[src/rtl/axi_lite_master_pkg.sv]
`default_nettype none
// -----------------------------------------------------------------------------
// axi_lite_master_pkg : AXI4-Lite widths, response codes, soc-control address map
// Rev 1.0
// -----------------------------------------------------------------------------
package axi_lite_master_pkg;

  localparam int AXI_ADDR_WIDTH   = 32;
  localparam int AXI_DATA_WIDTH   = 32;
  localparam int AXI_STROBE_WIDTH = AXI_DATA_WIDTH / 8;
  localparam int AXI_RESP_WIDTH   = 2;
  localparam int AXI_PROT_WIDTH   = 3;

  localparam logic [AXI_RESP_WIDTH-1:0] AXI_RESP_OKAY   = 2'b00;
  localparam logic [AXI_RESP_WIDTH-1:0] AXI_RESP_SLVERR = 2'b10;
  localparam logic [AXI_RESP_WIDTH-1:0] AXI_RESP_DECERR = 2'b11;

  // Core control slave: address hhhh_SSrr, SS selects the sub-block, rr the register.
  localparam logic [7:0] SUB_SEL_CTRL        = 8'h01;
  localparam logic [7:0] SUB_SEL_REGFILE     = 8'h02;
  localparam logic [7:0] CTRL_REG_CONTROL    = 8'h00;
  localparam logic [7:0] CTRL_REG_STATUS     = 8'h01;
  localparam logic [7:0] CTRL_REG_FAULT_ADDR = 8'h02;
  localparam logic [7:0] CTRL_REG_FAULT_MASK = 8'h03;
  localparam int         CTRL_REG_COUNT      = 8;
  localparam int         REGFILE_DEPTH       = 32;

  function automatic logic [7:0] addr_sub_sel(input logic [AXI_ADDR_WIDTH-1:0] addr);
    return addr[15:8];
  endfunction

  function automatic logic [7:0] addr_reg_off(input logic [AXI_ADDR_WIDTH-1:0] addr);
    return addr[7:0];
  endfunction

endpackage
`default_nettype wire

[src/rtl/axi_lite_master.sv]
`default_nettype none
// -----------------------------------------------------------------------------
// axi_lite_master : single-outstanding AXI4-Lite initiator; optional watchdog via AXI_MASTER_TIMEOUT_EN
// Rev 1.0
// -----------------------------------------------------------------------------
module axi_lite_master
  import axi_lite_master_pkg::*;
#(
  parameter int unsigned TIMEOUT_CYCLES = 1024
) (
  input  logic                        CLK,
  input  logic                        RSTn,
  input  logic                        cmd_valid,
  output logic                        cmd_ready,
  input  logic                        cmd_write,
  input  logic [AXI_ADDR_WIDTH-1:0]   cmd_addr,
  input  logic [AXI_DATA_WIDTH-1:0]   cmd_wdata,
  input  logic [AXI_STROBE_WIDTH-1:0] cmd_wstrb,
  output logic                        rsp_valid,
  input  logic                        rsp_ready,
  output logic [AXI_DATA_WIDTH-1:0]   rsp_rdata,
  output logic [AXI_RESP_WIDTH-1:0]   rsp_resp,
  output logic                        rsp_timeout,
  output logic [AXI_ADDR_WIDTH-1:0]   M_AXI_AWADDR,
  output logic [AXI_PROT_WIDTH-1:0]   M_AXI_AWPROT,
  output logic                        M_AXI_AWVALID,
  input  logic                        M_AXI_AWREADY,
  output logic [AXI_DATA_WIDTH-1:0]   M_AXI_WDATA,
  output logic [AXI_STROBE_WIDTH-1:0] M_AXI_WSTRB,
  output logic                        M_AXI_WVALID,
  input  logic                        M_AXI_WREADY,
  input  logic [AXI_RESP_WIDTH-1:0]   M_AXI_BRESP,
  input  logic                        M_AXI_BVALID,
  output logic                        M_AXI_BREADY,
  output logic [AXI_ADDR_WIDTH-1:0]   M_AXI_ARADDR,
  output logic [AXI_PROT_WIDTH-1:0]   M_AXI_ARPROT,
  output logic                        M_AXI_ARVALID,
  input  logic                        M_AXI_ARREADY,
  input  logic [AXI_DATA_WIDTH-1:0]   M_AXI_RDATA,
  input  logic [AXI_RESP_WIDTH-1:0]   M_AXI_RRESP,
  input  logic                        M_AXI_RVALID,
  output logic                        M_AXI_RREADY
);

  typedef enum logic [2:0] {
    IDLE    = 3'd0,
    RD_ADDR = 3'd1,
    RD_DATA = 3'd2,
    WR_REQ  = 3'd3,
    WR_RESP = 3'd4,
    RSP     = 3'd5
  } state_e;

  state_e                      state_q, state_d;
  logic [AXI_ADDR_WIDTH-1:0]   addr_q, addr_d;
  logic [AXI_DATA_WIDTH-1:0]   wdata_q, wdata_d;
  logic [AXI_STROBE_WIDTH-1:0] wstrb_q, wstrb_d;
  logic                        aw_done_q, aw_done_d;
  logic                        w_done_q, w_done_d;
  logic [AXI_DATA_WIDTH-1:0]   rdata_q, rdata_d;
  logic [AXI_RESP_WIDTH-1:0]   resp_q, resp_d;

  always_ff @(posedge CLK or negedge RSTn) begin
    if (!RSTn) begin
      state_q   <= IDLE;
      addr_q    <= '0;
      wdata_q   <= '0;
      wstrb_q   <= '0;
      aw_done_q <= 1'b0;
      w_done_q  <= 1'b0;
      rdata_q   <= '0;
      resp_q    <= '0;
    end else begin
      state_q   <= state_d;
      addr_q    <= addr_d;
      wdata_q   <= wdata_d;
      wstrb_q   <= wstrb_d;
      aw_done_q <= aw_done_d;
      w_done_q  <= w_done_d;
      rdata_q   <= rdata_d;
      resp_q    <= resp_d;
    end
  end

  always_comb begin
    state_d   = state_q;
    addr_d    = addr_q;
    wdata_d   = wdata_q;
    wstrb_d   = wstrb_q;
    aw_done_d = aw_done_q;
    w_done_d  = w_done_q;
    rdata_d   = rdata_q;
    resp_d    = resp_q;
    case (state_q)
      IDLE: begin
        if (cmd_valid) begin
          addr_d    = cmd_addr;
          wdata_d   = cmd_wdata;
          wstrb_d   = cmd_wstrb;
          aw_done_d = 1'b0;
          w_done_d  = 1'b0;
          state_d   = cmd_write ? WR_REQ : RD_ADDR;
        end
      end
      RD_ADDR: begin
        if (M_AXI_ARREADY) state_d = RD_DATA;
      end
      RD_DATA: begin
        if (M_AXI_RVALID) begin
          rdata_d = M_AXI_RDATA;
          resp_d  = M_AXI_RRESP;
          state_d = RSP;
        end
      end
      WR_REQ: begin
        // A READY seen after its own handshake is harmless: the VALID is already low.
        aw_done_d = aw_done_q | M_AXI_AWREADY;
        w_done_d  = w_done_q  | M_AXI_WREADY;
        if (aw_done_d && w_done_d) state_d = WR_RESP;
      end
      WR_RESP: begin
        if (M_AXI_BVALID) begin
          resp_d  = M_AXI_BRESP;
          rdata_d = '0;
          state_d = RSP;
        end
      end
      RSP: begin
        if (rsp_ready) state_d = IDLE;
      end
      default: state_d = IDLE;
    endcase
  end

  assign cmd_ready     = (state_q == IDLE);
  assign rsp_valid     = (state_q == RSP);
  assign rsp_rdata     = rdata_q;
  assign rsp_resp      = resp_q;

  assign M_AXI_ARADDR  = addr_q;
  assign M_AXI_ARPROT  = '0;
  assign M_AXI_ARVALID = (state_q == RD_ADDR);
  assign M_AXI_RREADY  = (state_q == RD_DATA);
  assign M_AXI_AWADDR  = addr_q;
  assign M_AXI_AWPROT  = '0;
  assign M_AXI_AWVALID = (state_q == WR_REQ) && !aw_done_q;
  assign M_AXI_WDATA   = wdata_q;
  assign M_AXI_WSTRB   = wstrb_q;
  assign M_AXI_WVALID  = (state_q == WR_REQ) && !w_done_q;
  assign M_AXI_BREADY  = (state_q == WR_RESP);

`ifdef AXI_MASTER_TIMEOUT_EN
  logic [31:0] tmo_cnt_q;
  logic        tmo_flag_q;
  logic        cmd_accept;
  logic        busy;

  assign cmd_accept = (state_q == IDLE) && cmd_valid;
  assign busy       = (state_q != IDLE) && (state_q != RSP);

  // Watchdog only reports; the bus transaction always runs to completion.
  always_ff @(posedge CLK or negedge RSTn) begin
    if (!RSTn) begin
      tmo_cnt_q  <= '0;
      tmo_flag_q <= 1'b0;
    end else if (cmd_accept) begin
      tmo_cnt_q  <= '0;
      tmo_flag_q <= 1'b0;
    end else if (busy) begin
      tmo_cnt_q <= tmo_cnt_q + 32'd1;
      if (tmo_cnt_q + 32'd1 >= TIMEOUT_CYCLES) tmo_flag_q <= 1'b1;
    end
  end

  assign rsp_timeout = tmo_flag_q;
`else
  logic unused_timeout_cfg;
  assign unused_timeout_cfg = ^(32'(TIMEOUT_CYCLES));
  assign rsp_timeout        = 1'b0;
`endif

endmodule
`default_nettype wire

[config.mk]
export PLATFORM = sky130hd
export DESIGN_NAME = axi_lite_master
export DESIGN_NICKNAME = d
export VERILOG_FILES = /design/src/rtl/axi_lite_master_pkg.sv /design/src/rtl/axi_lite_master.sv
export SDC_FILE = /design/constraint.sdc
export NUM_CORES = 1
export LEC_CHECK = 0
export CAP_MARGIN = 5
export CORE_MARGIN = 4
export CORE_UTILIZATION = 41
export CTS_CLUSTER_DIAMETER = 200
export DETAILED_ROUTE_END_ITERATION = 12
export PLACE_DENSITY = 0.9
export SYNTH_ARGS = -nofsm -noshare
export SYNTH_HDL_FRONTEND = slang
export SYNTH_SLANG_ARGS = --single-unit
[constraint.sdc]
create_clock -name CLK -period 4 [get_ports CLK]
set_clock_uncertainty 0.1 [all_clocks]
set_input_delay 0.8 -clock CLK [delete_from_list [all_inputs] [get_ports CLK]]
set_output_delay 0.8 -clock CLK [all_outputs]
set_load 0.02 [all_outputs]
# [Yosys cells after proc, flatten, opt, wreduce, memory -nomap -nowiden]
# Cells that the tools add are included.
[word_totals] n_memories=0 word_cells=50 output_inout_bits=148 rom_bits=0 latch_bits=0 regBits=107 mem_bits_rw=0
[classes] n_reduce_logical=12 n_mul=0 n_div=0 muxes=17 eq_ne=11 n_bitwise=2 n_addsub=0 order_cmp=0 n_shift=0
[ops] cell="32-bit two-way mux" n=2
[ops] cell="32-bit one-hot mux with 2 select lines" n=1
[ops] cell="3-bit two-way mux" n=6
[ops] cell="3-bit one-hot mux with 6 select lines" n=1
[ops] cell="2-bit != test (second input constant)" n=4
[ops] cell="3-bit by 2-bit == test with 1-bit output (second input constant)" n=2
[ops] cell="3-bit == test (second input constant)" n=2
[ops] cell="2-bit two-way mux" n=3
[ops] cell="6-bit AND reduction" n=1
[ops] cell="2-bit by 1-bit != test with 1-bit output (second input constant)" n=2
[ops] cell="1-bit one-hot mux with 2 select lines" n=2
[ops] cell="2-bit one-hot mux with 2 select lines" n=1
[ops] cell="2-bit AND reduction" n=2
[ops] cell="2-bit nonzero test" n=2
[ops] cell="3-bit by 1-bit == test with 1-bit output (second input constant)" n=1
[ops] cell="1-bit logical AND" n=3
[ops] cell="3-bit logical NOT" n=1
[ops] cell="3-bit AND reduction" n=1
[ops] cell="1-bit logical NOT" n=2
[ops] cell="1-bit bitwise OR" n=2
[ops] cell="1-bit two-way mux" n=1

# [Logic depth before layout (Yosys ltp)]
# Gate-level depths: netlist (run 1).
[logic_depth] word_depth=4 ltp_mapped=7 mapped_depth_nobuf=4

# [Least setup slack after synthesis (run 1)]
# No wires, ideal clock.
[synth_path] path_type="flip-flop to output port" start="reg state_q[0]" end="out M_AXI_ARVALID" stages_incl_launch_ff=5 slack_ps=1931 path_buffers=2 arrival_time_ps=1169 path_cell_list="dfrtp_1 > buf_4 > buf_2 > nor2b_1 > nor2b_1"
[synth_between] elab_chain_cells=1
[synth_lines] element="start, declared" line="axi_lite_master.sv:54" source="state_e state_q, state_d;"
[synth_lines] element="start signal, assigned" line="axi_lite_master.sv:74" source="state_q <= state_d;"
[synth_lines] element="3-bit by 1-bit == test with 1-bit output" line="axi_lite_master.sv:142" source="assign M_AXI_ARVALID = (state_q == RD_ADDR);"
[synth_lines] element="end, declared" line="axi_lite_master.sv:37" source="output logic M_AXI_ARVALID,"
# No other way between the ends.

# [Worst setup path in the final report (run 1)]
[layout_path] start="reg state_q[1]" end="out M_AXI_WVALID"
[layout_between] elab_chain_cells=2
[layout_lines] element="3-bit by 2-bit == test with 1-bit output" line="axi_lite_master.sv:149" source="assign M_AXI_WVALID = (state_q == WR_REQ) && !w_done_q;"
[layout_lines] element="1-bit logical AND" line="axi_lite_master.sv:149"
[layout_lines] element="end, declared" line="axi_lite_master.sv:30" source="output logic M_AXI_WVALID,"
# No other way between the ends.

==> flow_summary_export.csv, run 1 <==
group,metric,value,unit
synthesis,synth-edff-count,0,
cells_and_area,multi_input_area,1434,sq um
clock_network,post_cts_resized,0,
synthesis,synth_top_family_by_area,"multiplexers",
synthesis,mappedNetlistArea,4536,sq um
sta,period_share,0.7530,
critical_path,arrival,2.11,ns
drt,remaining_drc_errors,0,
clock_network,clk_pin_slew,0.09,ns
critical_path,max_stage_delay,0.63,ns
critical_path,crit_chain,"nor2b_1, nand2_1, nor2_1, clkdlybuf4s50_1",
critical_path,cp.required,3.10,ns
drt,routed_via_density,4.846,
synthesis,async_flop_share,1.000,
cells_and_area,nets,640,
power,finalPower,5.884,mW
clock_network,postCtsSetupBuffers,0,
floorplanning,design.core.area,10840,sq um
sta,fin_setup_tns,0,ns
synthesis,synthAdderAreaFrac,0,
drt,ant_nets,0,
outcome,status,"finished, final reports clean",
synthesis,synth_compound_area_frac,0.07614,
clock_network,cts_hold_buf,0,
power,p_leak,3.010,nW
sta,finalHoldViolations,0,
power,p_per_area,830.2,nW/um^2
synthesis,ys_seq_area_frac,0.5903,
synthesis,synthCells,310,
cells_and_area,fillers,799,
clock_network,cts_buffers,9,
synthesis,muxShareOfSynthArea,0.1967,
floorplanning,dieArea,12810,sq um
power,irDropWorstVdd,0.5318,mV
placed_design,hpwl,8.902,mm
sta,fin_crit,3.012,ns
clock_network,cts_root_buffer,"clkbuf_8",
floorplanning,initial_core_util,0.4184,
global_routing,grt_max_degree,55,
global_routing,grt_pass1_vias,3510,
drt,drt_iter0_drc,139,
cells_and_area,n_antenna_cell,0,
drt,wl,11.52,mm
hold_path,min_path_type,"primary input to async pin",
floorplanning,num_rows,38,
placed_design,port_buffers,254,
sta,rsz0062_at_grt,"no",
global_routing,antenna_found_initial,0,
job,drv_cap,0,
floorplanning,die-width,113.2,um
synthesis,synth.distinct_cells,26,
placed_design,routabilityCongestion,0.8157,
floorplanning,chipHeight,113.2,um
synthesis,yosys_warnings,0,
critical_path,crit_path_max_fanout,14,
critical_path,path_buf_inv,1,
sta,max_freq,0.3320,GHz
global_routing,grt_pass1_wl,17.92,mm
synthesis,synth_seq_cells,107,
critical_path,cpMaxStageDelayCell,"dfrtp_1",
drt,routedWlPerCell,17.17,um
clock_network,clk_latency,0.36,ns
clock_network,clockBufferDepth,2,
synthesis,yosys_most_used_dff,"dfrtp_1",
clock_network,cts_num_sinks,107,
cells_and_area,syn_to_final_growth,56.25,%
sta,slew_viol_final,0,
cells_and_area,drive_above_1_share,0.1770,
drt,routed-via-count,3252,
sta,max_slew_margin,0.3037,
synthesis,synth.avg_cell_area,14.63,sq um
synthesis,synthXorXnorAreaFrac,0,
clock_network,cts_max_level,3,
global_routing,grt_use_total,0.1758,
critical_path,path_class,"register to output port",
synthesis,synthSimpleGateAreaFrac,0.03641,
critical_path,cp-end-kind,"output port",
drt,dr.pass1.iters,4,
sta,setup_viol_count_final,0,
cells_and_area,seq_area,2678,sq um
global_routing,grt-ovfl-total,0,
critical_path,crit_family,"flip-flops",
cells_and_area,mostFrequentLayoutCell,"clkdlybuf4s50_1",
cells_and_area,mostFrequentLayoutCells,"clkdlybuf4s50_1, dfrtp_1, mux2_2, a22o_1, mux2_4",
clock_network,cts_tree,"done",
critical_path,start_kind,"register",
floorplanning,ios,262,
sta,tightest_slew,1.044,ns
## path summary, 6_finish.rpt
| kind | start | cells after the start | end | slack (ns) |
|---|---|---|---|---|
| worst max-delay path | state_q[1] | 4 | M_AXI_WVALID | 0.99 |
| worst min-delay path | RSTn | 1 | M_AXI_ARADDR[3] | 0.36 |
| min in group CLK | rsp_resp[1] | 2 | rsp_resp[1] | 0.40 |
| worst min register to register | rsp_resp[1] | 2 | rsp_resp[1] | 0.40 |
| max in group asynchronous | RSTn | 2 | M_AXI_ARADDR[6] | 2.70 |
| worst max register to register | state_q[0] | 4 | M_AXI_WDATA[2] | 1.75 |
## cell usage after synthesis, types with 2 or more instances
library cell,number,area share
nand2b_1,2,0.0028
nor2_1,8,0.0066
nor2b_1,3,0.0041
o21ai_0,3,0.0033
mux2_4,20,0.066
buf_12,3,0.013
buf_4,44,0.073
nand3b_1,3,0.0050
nand3_1,2,0.0022
buf_2,10,0.011
a21oi_1,5,0.0055
a22o_1,32,0.062
dfrtp_1,107,0.59
mux2_2,49,0.12
nand2_1,5,0.0041
mux2i_1,4,0.0088
## layout make-up
type / instances / share of cell area
clock inverters: 4 / 0.006709
well taps: 140 / 0.02472
multi-input cells: 151 / 0.2023
flip-flops and latches: 107 / 0.3778
clock buffers: 12 / 0.02331
repair buffers: 257 / 0.3651
## through the flow
| stage | instance area (sq um) | utilization | instances | setup WS [ns] | hold slack (ns) |
|---|---|---|---|---|---|
| floorplan | 4558 | - | 316 | 1.931 | 0.4044 |
| global placement | 6874 | 0.6341 | 655 | 1.342 | 0.3679 |
| detailed placement | 6874 | 0.6341 | 655 | 1.270 | 0.3824 |
| CTS | 7087 | 0.6537 | 671 | 0.9765 | 0.3670 |
| global route | 7087 | 0.6537 | 671 | 0.8660 | 0.4046 |
| finish | 7087 | 0.6537 | 671 | 0.9880 | 0.3625 |
## logic make-up after synthesis
family | Yosys count
other | 1
DFF | 107
and+or+nand+nor | 28
muxes | 73
buffers and inverters | 58
AOI/OAI and AO/OA | 43
## power breakdown
group / internal [mW] / switching [mW] / total [mW]
Clock: 0.339 / 0.348 / 0.688
Combinational: 1.77 / 1.48 / 3.25
Sequential: 1.57 / 0.377 / 1.94
Total: 3.68 / 2.21 / 5.88
## layer usage
layer,up-vias,share of wire,track usage
li1,1471,-,-
met1,1585,0.38,0.2064
met2,172,0.50,0.2986
met3,24,0.088,0.05134
met4,0,0.028,0.07853
met5,-,0,0
## worst reg2reg max path, cell delays in order (launching register included)
cell,delay [ns]
dfrtp_1,0.58
nor3_4,0.26
and2_4,0.49
buf_12,0.30
mux2_2,0.40
## sequential cells by signal, summed over array words and instances, names as in the netlist
| name | flops |
|---|---|
| M_AXI_ARADDR | 32 |
| M_AXI_WDATA | 32 |
| rsp_rdata | 32 |
| M_AXI_WSTRB | 4 |
| state_q | 3 |
| rsp_resp | 2 |
| aw_done_q | 1 |
| w_done_q | 1 |
Note: power is estimated with default switching activity, not from simulation.
==> inputs of run 2 (changes only) <==
CORE_UTILIZATION = 38   (was 41)
PLACE_DENSITY = 0.84   (was 0.9)
clock period = 2.9 ns   (was 4 ns; I/O delays follow)
==> run 2 against run 1 <==
Total power is 41% higher. Critical path depth is 1 lower. Non-clock buffer count is 3 higher.
==> flow_summary_export.csv, run 2 (synthesis results as in run 1) <==
group,metric,value,unit
critical_path,cpMostUsedCell,"nor2b_1",
sta,period_share,0.9393,
clock_network,postCtsSetupBuffers,0,
global_routing,grt_pass1_wl,18.03,mm
critical_path,crit_chain,"nor2b_1, nor2b_1, clkdlybuf4s50_1",
critical_path,cp-end-kind,"output port",
power,irDropWorstVdd,0.5692,mV
drt,wl,12.03,mm
drt,routed-via-count,3215,
cells_and_area,syn_to_final_growth,58.07,%
floorplanning,dieArea,13750,sq um
sta,fin_ws,0.1760,ns
global_routing,grt_pass1_vias,3373,
critical_path,cpMaxStageDelayCell,"dfrtp_1",
sta,rsz0062_at_grt,"no",
floorplanning,chipHeight,117.3,um
critical_path,crit_path_max_fanout,15,
drt,drt_iter0_drc,130,
cells_and_area,mostFrequentLayoutCells,"clkdlybuf4s50_1, dfrtp_1, mux2_2, a22o_1, mux2_4",
drt,ant_nets,0,
placed_design,routabilityCongestion,0.8471,
drt,dr.pass1.iters,4,
clock_network,cts_max_level,3,
power,swShare,0.3745,
cells_and_area,drive_above_1_share,0.1801,
placed_design,hpwl,9.381,mm
sta,max_freq,0.3671,GHz
cells_and_area,fillers,906,
clock_network,cts_num_sinks,107,
drt,routedWlPerCell,17.80,um
global_routing,grt_use_total,0.1685,
placed_design,dp_slack,0.4632,ns
floorplanning,ios,262,
power,p_per_area,1159,nW/um^2
cells_and_area,multi_input_area,1434,sq um
hold_path,min_path_type,"primary input to async pin",
sta,tightest_slew,1.092,ns
critical_path,r2r-end,"rsp_resp[1]",
power,pwr-share-comb,0.546,
global_routing,grt_max_degree,61,
critical_path,reg2reg_slack,0.83,ns
power,switchingPower,3.113,mW
cells_and_area,mostFrequentLayoutCell,"clkdlybuf4s50_1",
cells_and_area,n_antenna_cell,0,
critical_path,reg2reg_from,"state_q[2]",
global_routing,grt_util_met1,0.2029,
floorplanning,die-width,117.3,um
cells_and_area,nets,643,
global_routing,grt-ovfl-total,0,
clock_network,cts_buffers,9,
global_routing,grtUsageMet3,0.04422,
floorplanning,num_rows,39,
critical_path,cp.required,2.22,ns
global_routing,grtUsageMet2,0.2930,
critical_path,ff2ff_path_depth,3,
outcome,status,"finished, final reports clean",
global_routing,grt.busiest_layer,"met2",
power,pwr-share-clk,0.132,
clock_network,cts_tree,"done",
clock_network,clockBufferDepth,2,
clock_network,post_cts_resized,0,
clock_network,cts_hold_buf,0,
sta,max_slew_margin,0.2722,
power,p_leak,3.033,nW
critical_path,path_class,"register to output port",
drt,routed_via_density,4.756,
critical_path,start_kind,"register",
job,drv_cap,0,
clock_network,cts_root_buffer,"clkbuf_16",
clock_network,clk_pin_slew,0.07,ns
sta,slew_viol_final,0,
floorplanning,initial_core_util,0.3922,
sta,setup_viol_count_final,0,
floorplanning,design.core.area,11560,sq um
critical_path,max_stage_delay,0.67,ns
placed_design,port_buffers,254,
drt,remaining_drc_errors,0,
critical_path,arrival,2.04,ns
sta,fin_crit,2.724,ns
sta,fin_setup_tns,0,ns
power,p_int,5.200,mW
clock_network,clk_latency,0.33,ns
global_routing,antenna_found_initial,0,
cells_and_area,seq_area,2679,sq um
sta,finalHoldViolations,0,
power,finalPower,8.313,mW
power,seqPwrFrac,0.322,
==> run 2: cell count changes in the layout (fill, tap and decap cells not counted) <==
cell,previous run,this run
clkinvlp_4,1,4
clkbuf_16,0,9
dfrtp_2,0,1
buf_4,2,5
clkbuf_8,12,0
bufinv_16,1,0
clkinv_2,2,0
inv_6,0,1
clkbuf_1,0,1
dfrtp_1,107,106
==> run 2: worst max path at each step <==
stage	end	slack [ns]	start	depth (start not counted)
after global routing	M_AXI_ARVALID	0.02	state_q[0]	3
after detailed placement	rsp_resp[0]	0.46	M_AXI_RVALID	4
final	M_AXI_ARVALID	0.18	state_q[0]	3
after global placement	rsp_resp[0]	0.53	M_AXI_BVALID	4
after floorplan	M_AXI_ARVALID	1.05	state_q[0]	4
after CTS	M_AXI_AWVALID	0.16	state_q[1]	4
==> run 2: stage by stage <==
stage | utilization | cell area, sq um | hold WS, ns | instances
floorplan | - | 4558 | 0.1844 | 316
global placement | 0.5967 | 6900 | 0.3614 | 661
detailed placement | 0.5967 | 6900 | 0.3739 | 661
CTS | 0.6198 | 7168 | 0.1506 | 676
global route | 0.6199 | 7169 | 0.1614 | 676
finish | 0.6199 | 7169 | 0.1410 | 676
==> run 2: critical path, delay by kind of cell, from the launching register on <==
| kind | cells | cell delay, ns |
|---|---|---|
| DFF | 1 | 0.67 |
| buffers and inverters | 1 | 0.62 |
| and+or+nand+nor | 2 | 0.42 |
==> run 2: layer usage <==
layer / vias up / part of all wire
met5: - / 0
met4: 0 / 0.018
met3: 17 / 0.085
met2: 160 / 0.51
met1: 1561 / 0.38
li1: 1477 / -
==> run 2: power by group through the flow <==
stage / Clock, mW / Combinational [mW] / Sequential, mW
after floorplan: 0 / 1.98 / 3.35
after global placement: 0 / 4.50 / 2.66
after detailed placement: 0 / 4.59 / 2.69
after CTS: 1.14 / 4.59 / 2.68
after global routing: 1.20 / 4.78 / 2.77
final: 1.10 / 4.54 / 2.68
==> run 2: area by class of cell <==
type	count	share of cell area
flip-flops and latches	107	0.3736
repair buffers	260	0.3640
multi-input cells	151	0.2000
well taps	143	0.02496
clock buffers	10	0.03194
clock inverters	5	0.005410
